$ cat config.mk
export PLATFORM = sky130hd
export DESIGN_NAME = mem_access_ctrl
export DESIGN_NICKNAME = d
export VERILOG_FILES = /design/src/rtl/mem_access_ctrl.sv
export SDC_FILE = /design/constraint.sdc
export NUM_CORES = 1
export LEC_CHECK = 0
export ABC_AREA = 0
export BUFFER_PORTS_ARGS = -buffer_cell sky130_fd_sc_hd__buf_4
export CAP_MARGIN = 20
export CORE_ASPECT_RATIO = 1.4
export CORE_UTILIZATION = 53
export CTS_CLUSTER_SIZE = 12
export DETAILED_ROUTE_END_ITERATION = 8
export GPL_ROUTABILITY_DRIVEN = 0
export PLACE_DENSITY = 0.86
export RECOVER_POWER = 100
export SYNTH_ARGS = -nofsm -noshare
export SYNTH_HDL_FRONTEND = slang
export SYNTH_SLANG_ARGS = --single-unit
$ cat constraint.sdc
create_clock -name clk -period 8.9 [get_ports clk]
set_input_delay 1.78 -clock clk [delete_from_list [all_inputs] [get_ports clk]]
set_output_delay 1.78 -clock clk [all_outputs]
set_load 0.02 [all_outputs]
$ cat src/rtl/mem_access_ctrl.sv
// mem_access_ctrl: sequences MEM-stage loads/stores onto a single-port data bus
// with wait states, byte-lane steering, load extension and exception reporting.
module mem_access_ctrl #(
  parameter int unsigned TIMEOUT = 16
) (
  input  logic        clk,
  input  logic        reset,
  input  logic        req_valid,
  input  logic [31:0] addr,
  input  logic [1:0]  save,
  input  logic [2:0]  load,
  input  logic [31:0] wdata,
  output logic        stall,
  output logic        done,
  output logic [31:0] rdata,
  output logic [1:0]  exc_code,
  output logic        bus_req,
  output logic [31:0] bus_addr,
  output logic        bus_we,
  output logic [3:0]  bus_be,
  output logic [31:0] bus_wdata,
  input  logic        bus_ack,
  input  logic [31:0] bus_rdata
);

  localparam int unsigned CW = 8;
  localparam logic [CW-1:0] CNT_MAX = CW'(TIMEOUT - 1);

  typedef enum logic [1:0] {IDLE, BUS, DONE, ERR} state_t;

  state_t      state_q, state_d;
  logic [CW-1:0] cnt_q, cnt_d;
  logic        done_q, done_d;
  logic [31:0] rdata_q, rdata_d;
  logic [1:0]  exc_q, exc_d;
  logic        bus_req_q, bus_req_d;
  logic [31:0] bus_addr_q, bus_addr_d;
  logic        bus_we_q, bus_we_d;
  logic [3:0]  bus_be_q, bus_be_d;
  logic [31:0] bus_wdata_q, bus_wdata_d;
  logic [2:0]  ld_q, ld_d;       // latched load kind; 000 for stores so rdata reads 0
  logic [1:0]  alo_q, alo_d;

  logic        is_st, legal_ld, op, mis, sz_word, sz_half;
  logic [3:0]  be_c;
  logic [31:0] wd_c, ext_c;
  logic [15:0] half_sel;
  logic [7:0]  byte_sel;

  // Decode the presented request: size, alignment, byte enables, store lanes.
  always_comb begin
    is_st    = (save != 2'b00);
    legal_ld = (load == 3'b011) || (load == 3'b010) || (load == 3'b001) ||
               (load == 3'b110) || (load == 3'b101);
    op       = req_valid && (is_st || legal_ld);
    sz_word  = is_st ? (save == 2'b11) : (load[1:0] == 2'b11);
    sz_half  = is_st ? (save == 2'b10) : (load[1:0] == 2'b10);
    mis      = (sz_half && addr[0]) || (sz_word && (addr[1:0] != 2'b00));
    if (sz_word) begin
      be_c = 4'b1111;
      wd_c = wdata;
    end else if (sz_half) begin
      be_c = addr[1] ? 4'b1100 : 4'b0011;
      wd_c = {2{wdata[15:0]}};
    end else begin
      be_c = 4'b0001 << addr[1:0];
      wd_c = {4{wdata[7:0]}};
    end
  end

  // Select and sign/zero-extend the loaded lane from the bus read word.
  always_comb begin
    half_sel = alo_q[1] ? bus_rdata[31:16] : bus_rdata[15:0];
    case (alo_q)
      2'd0:    byte_sel = bus_rdata[7:0];
      2'd1:    byte_sel = bus_rdata[15:8];
      2'd2:    byte_sel = bus_rdata[23:16];
      default: byte_sel = bus_rdata[31:24];
    endcase
    case (ld_q)
      3'b011:  ext_c = bus_rdata;
      3'b010:  ext_c = {{16{half_sel[15]}}, half_sel};
      3'b110:  ext_c = {16'h0000, half_sel};
      3'b001:  ext_c = {{24{byte_sel[7]}}, byte_sel};
      3'b101:  ext_c = {24'h000000, byte_sel};
      default: ext_c = 32'h0000_0000;
    endcase
  end

  // Next-state and registered-output logic.
  always_comb begin
    state_d     = state_q;
    cnt_d       = cnt_q;
    done_d      = 1'b0;
    rdata_d     = rdata_q;
    exc_d       = exc_q;
    bus_req_d   = bus_req_q;
    bus_addr_d  = bus_addr_q;
    bus_we_d    = bus_we_q;
    bus_be_d    = bus_be_q;
    bus_wdata_d = bus_wdata_q;
    ld_d        = ld_q;
    alo_d       = alo_q;
    unique case (state_q)
      IDLE: begin
        if (op) begin
          if (mis) begin
            exc_d   = is_st ? 2'b10 : 2'b01;
            rdata_d = 32'h0000_0000;
            done_d  = 1'b1;
            state_d = ERR;
          end else begin
            bus_req_d   = 1'b1;
            bus_we_d    = is_st;
            bus_be_d    = be_c;
            bus_addr_d  = {addr[31:2], 2'b00};
            bus_wdata_d = wd_c;
            ld_d        = is_st ? 3'b000 : load;
            alo_d       = addr[1:0];
            cnt_d       = '0;
            state_d     = BUS;
          end
        end
      end
      BUS: begin
        if (bus_ack || (cnt_q == CNT_MAX)) begin
          rdata_d   = bus_ack ? ext_c : 32'h0000_0000;
          exc_d     = bus_ack ? 2'b00 : 2'b11;
          done_d    = 1'b1;
          bus_req_d = 1'b0;
          bus_we_d  = 1'b0;
          bus_be_d  = 4'b0000;
          state_d   = bus_ack ? DONE : ERR;
        end else begin
          cnt_d = cnt_q + CW'(1);
        end
      end
      default: begin
        cnt_d   = '0;
        state_d = IDLE;
      end
    endcase
  end

  // State and output registers; reset also aborts any in-flight access.
  always_ff @(posedge clk or posedge reset) begin
    if (reset) begin
      state_q     <= IDLE;
      cnt_q       <= '0;
      done_q      <= 1'b0;
      rdata_q     <= 32'h0000_0000;
      exc_q       <= 2'b00;
      bus_req_q   <= 1'b0;
      bus_addr_q  <= 32'h0000_0000;
      bus_we_q    <= 1'b0;
      bus_be_q    <= 4'b0000;
      bus_wdata_q <= 32'h0000_0000;
      ld_q        <= 3'b000;
      alo_q       <= 2'b00;
    end else begin
      state_q     <= state_d;
      cnt_q       <= cnt_d;
      done_q      <= done_d;
      rdata_q     <= rdata_d;
      exc_q       <= exc_d;
      bus_req_q   <= bus_req_d;
      bus_addr_q  <= bus_addr_d;
      bus_we_q    <= bus_we_d;
      bus_be_q    <= bus_be_d;
      bus_wdata_q <= bus_wdata_d;
      ld_q        <= ld_d;
      alo_q       <= alo_d;
    end
  end

  // Stall is combinational so the MEM stage freezes in the accept cycle itself.
  assign stall     = !reset && (((state_q == IDLE) && op) || (state_q == BUS));
  assign done      = done_q;
  assign rdata     = rdata_q;
  assign exc_code  = exc_q;
  assign bus_req   = bus_req_q;
  assign bus_addr  = bus_addr_q;
  assign bus_we    = bus_we_q;
  assign bus_be    = bus_be_q;
  assign bus_wdata = bus_wdata_q;

endmodule

==> results list <==
- Count of buffers added by post-CTS timing repair for setup: 0
- End of the worst register-to-register path: exc_code[1]$_DFFE_PP0P_
- Instance area after placement: 7190 sq um
- Die span in x: 88.9 microns
- The worst register-to-register path has a depth of 5.
- DRC Markers: 0
- Required time of the critical path: 8.83 ns
- The floorplan step defined a die boundary enclosing 11000 sq um.
- Most common cell after layout, fill and taps aside: sky130_fd_sc_hd__dfrtp_1
* Final setup viols: 0
- The tightest hold path in the finished design has a slack of 0.480 ns.
- The analysis attributes to cell leakage a power of 3.33 nW.
- Based on the critical path, the design can be clocked at up to 0.174 GHz.
* Hold-fix buffers at CTS: 0
- Final Net Count: 783
- Number of max-slew violations in the final report: 158
* Starting density of the core: 0.541
* Max-slew headroom at the worst pin: -1.03
- Floorplan core area: 10300 sq um
- Via count of the first global-routing pass: 4876
- Before CTS, the worst setup slack after placement is 4.14 ns.
- Average cell area after synthesis: 11.7 sq um
* Total negative slack: 0 ns
* Synthesis-to-layout area growth: 32.4%
- PostCTS Resize Cnt: 0
* Hpwl dp: 11200 microns
* Violations in the final reports: max-capacitance violations, max-slew violations
- The first global-routing pass estimated 23800 microns of wire.
* Commonest cells after routing, fill and taps aside: sky130_fd_sc_hd__dfrtp_1, sky130_fd_sc_hd__buf_4, sky130_fd_sc_hd__clkbuf_1
- Number of H-tree levels: 4
- CTS tree: built
- Pin placement for this block handled 211 I/O pins.
* Vertical die dimension: 124 microns
- In this run the most critical hold path is launched from bus_wdata[23]$_DFFE_PP0P_.
* Actual slew at the worst max-slew pin: 3.03 ns
* Number of clock sinks: 118
* Worst R2R Setup Slack: 5.85 ns
- The initial antenna violation count is 0.
- Input and output buffers added on the ports amount to 208.
- Startpoint of the worst register-to-register path: state_q[0]$_DFFE_PP0P_
- The cell area that synthesis handed to floorplanning was 5600 sq um.
* Final count of hold timing violations: 0
- The root buffer cell chosen for the clock tree is sky130_fd_sc_hd__clkbuf_16.
- Kind of critical path: in2async
* Arrival time at the worst endpoint: 5.66 ns
* Endpoint class of the critical path: asynchronous set/reset pin
- The clock arrives with 0.0148 ns of skew.
* Global-route total usage across every layer: 0.297
- Portion of synthesized cell area occupied by the leading cell type: 0.527
- In the final layout, the share of cells above drive strength 1 is 0.231.
* Count of routing violations after the opening detailed-route iteration: 307
* CP startpoint kind: primary input
- Aggregate global routing overflow: 0
- Power spread over the standard cell area amounts to 344 nW/um^2.
- Post-route standard cell area excluding fillers: 7410 sq um
* Synth async-reset ratio: 1.00
* Class of the most critical hold timing path: reg2reg
- For this run, the leading register cell type out of synthesis is sky130_fd_sc_hd__dfrtp_1.
* Area contributors post-synth: sky130_fd_sc_hd__dfrtp_1, sky130_fd_sc_hd__mux2_1, sky130_fd_sc_hd__o2bb2ai_1
- Entering global routing, the biggest net connects 102 pins.
- Power after layout: 2.55 mW
- In the final routed layout, each cell accounts on average for 19.3 microns.
- The later pin in the worst-skew pair is clocked with a latency of 0.42 ns.
- Max-cap violations: 3
- Largest area contributor in the netlist: sky130_fd_sc_hd__dfrtp_1
- Destination of the worst hold path: bus_wdata[23]$_DFFE_PP0P_
- Buffer levels on the longest clock path: 2
* Final period demand of the worst path: 5.73 ns
- Fin crit share: 0.644
* Total number of yosys warnings: 0
* Number of synthesized flops with an enable pin: 0
* CP Max Fanout: 69
* Clock Pin Slew Worst Setup and Hold Paths: 0.06 ns
- The run finished, with violations left.
- Once routing completed, OpenROAD measured the worst setup slack at 3.17 ns.
* Count of mapped cells out of synthesis: 478
- Synth unique cells: 58
- Count of vias placed by the detailed router: 4816
* Number of cells traversed by the worst hold path: 2
- Worst vdd ir: 202 uV
* Proportion of synthesized chip area in sequential cells: 0.527
- Counting the buffers created by CTS gives 17.
- The count of nets left with antenna violations once routing finished came out at 0.
* Yosys reg bits: 118
- # diodes: 0
- Number of rows created at floorplan: 44
- Setup repair after global routing left no endpoint under its margin.
- The routed design has 16000 microns of wire.
* Detailed Routing Iterations Pass 1: 6
- In the routed layout, each cell is associated on average with a via count of 5.82.
stage by stage:
| step | util | cells |
|---|---|---|
| CTS | 0.756 | 825 |
| finish | 0.716 | 827 |
| global route | 0.716 | 827 |
| floorplan | - | 479 |
| global placement | 0.695 | 793 |
| detailed placement | 0.695 | 794 |
critical path, cell delays in order:
cell                         delay [ns]
sky130_fd_sc_hd__clkbuf_1          0.09
sky130_fd_sc_hd__clkinvlp_2        1.71
sky130_fd_sc_hd__clkbuf_1          2.03
registers in the layout, summed over array words and instances, names as in the netlist:
name and cells:
cnt_q 8, bus_wdata 32, bus_addr 30, done 1
alo_q 2, rdata 32, bus_be 4, exc_code 2
bus_req 1, state_q 2, ld_q 3, bus_we 1
cells in the mapped netlist (6+ instances only):
cell / number
sky130_fd_sc_hd__buf_2: 15
sky130_fd_sc_hd__nand2_1: 34
sky130_fd_sc_hd__a22o_1: 9
sky130_fd_sc_hd__o21ai_0: 17
sky130_fd_sc_hd__inv_1: 6
sky130_fd_sc_hd__a211oi_1: 8
sky130_fd_sc_hd__mux2i_1: 28
sky130_fd_sc_hd__clkbuf_1: 12
sky130_fd_sc_hd__nor2_1: 14
sky130_fd_sc_hd__o21ai_1: 7
sky130_fd_sc_hd__nand2b_1: 7
sky130_fd_sc_hd__a21o_1: 8
sky130_fd_sc_hd__mux2_1: 40
sky130_fd_sc_hd__buf_4: 8
sky130_fd_sc_hd__o2bb2ai_1: 37
sky130_fd_sc_hd__a222oi_1: 7
sky130_fd_sc_hd__a21oi_1: 32
sky130_fd_sc_hd__mux2_2: 9
sky130_fd_sc_hd__dfrtp_1: 118
report_power, final:
part / switching, mW / internal [mW]
Clock: 0.245 / 0.481
Combinational: 0.614 / 0.324
Sequential: 0.147 / 0.739
cell families (layout without fill, tap and decap cells):
family                     count (synthesis)  in the layout  share of synthesized area
muxes                                     78             78                      0.153
DFF                                      118            118                      0.527
other                                      1              2                   0.000670
adders and majority gates                  1              1                    0.00223
buffers and inverters                     43            253                     0.0389
AOI/OAI and AO/OA                        147            147                      0.193
and+or+nand+nor                           90             90                     0.0849
cell type report:
type | count | area [sq um]
multi-input cells | 318 | 2410
fillers | 826 | 2940
inverters | 6 | 23.8
flip-flops and latches | 118 | 2950
repair buffers | 216 | 1220
clock buffers | 19 | 453
well taps | 138 | 173
clock inverters | 12 | 178
worst max-delay path by stage:
stage          slack (ns)    start  depth (start not counted)                   endpoint
2_1_floorplan        3.99    reset                          1       alo_q[0]$_DFFE_PP0P_
3_3_place_gp         4.15  load[0]                          5                      stall
3_5_place_dp         4.14  load[0]                          5                      stall
4_1_cts              4.14  load[0]                          5                      stall
5_1_grt              2.22    reset                          3  bus_wdata[10]$_DFFE_PP0P_
6_report             3.17    reset                          3  bus_wdata[10]$_DFFE_PP0P_
layer usage:
metal	vias to the layer above	track usage	wire length, microns
met4	0	0.150	490
met3	39	0.109	1440
li1	2173	-	-
met5	-	0	0
met1	2349	0.322	5770
met2	255	0.504	8260
Power figures use the tool's default switching activity.
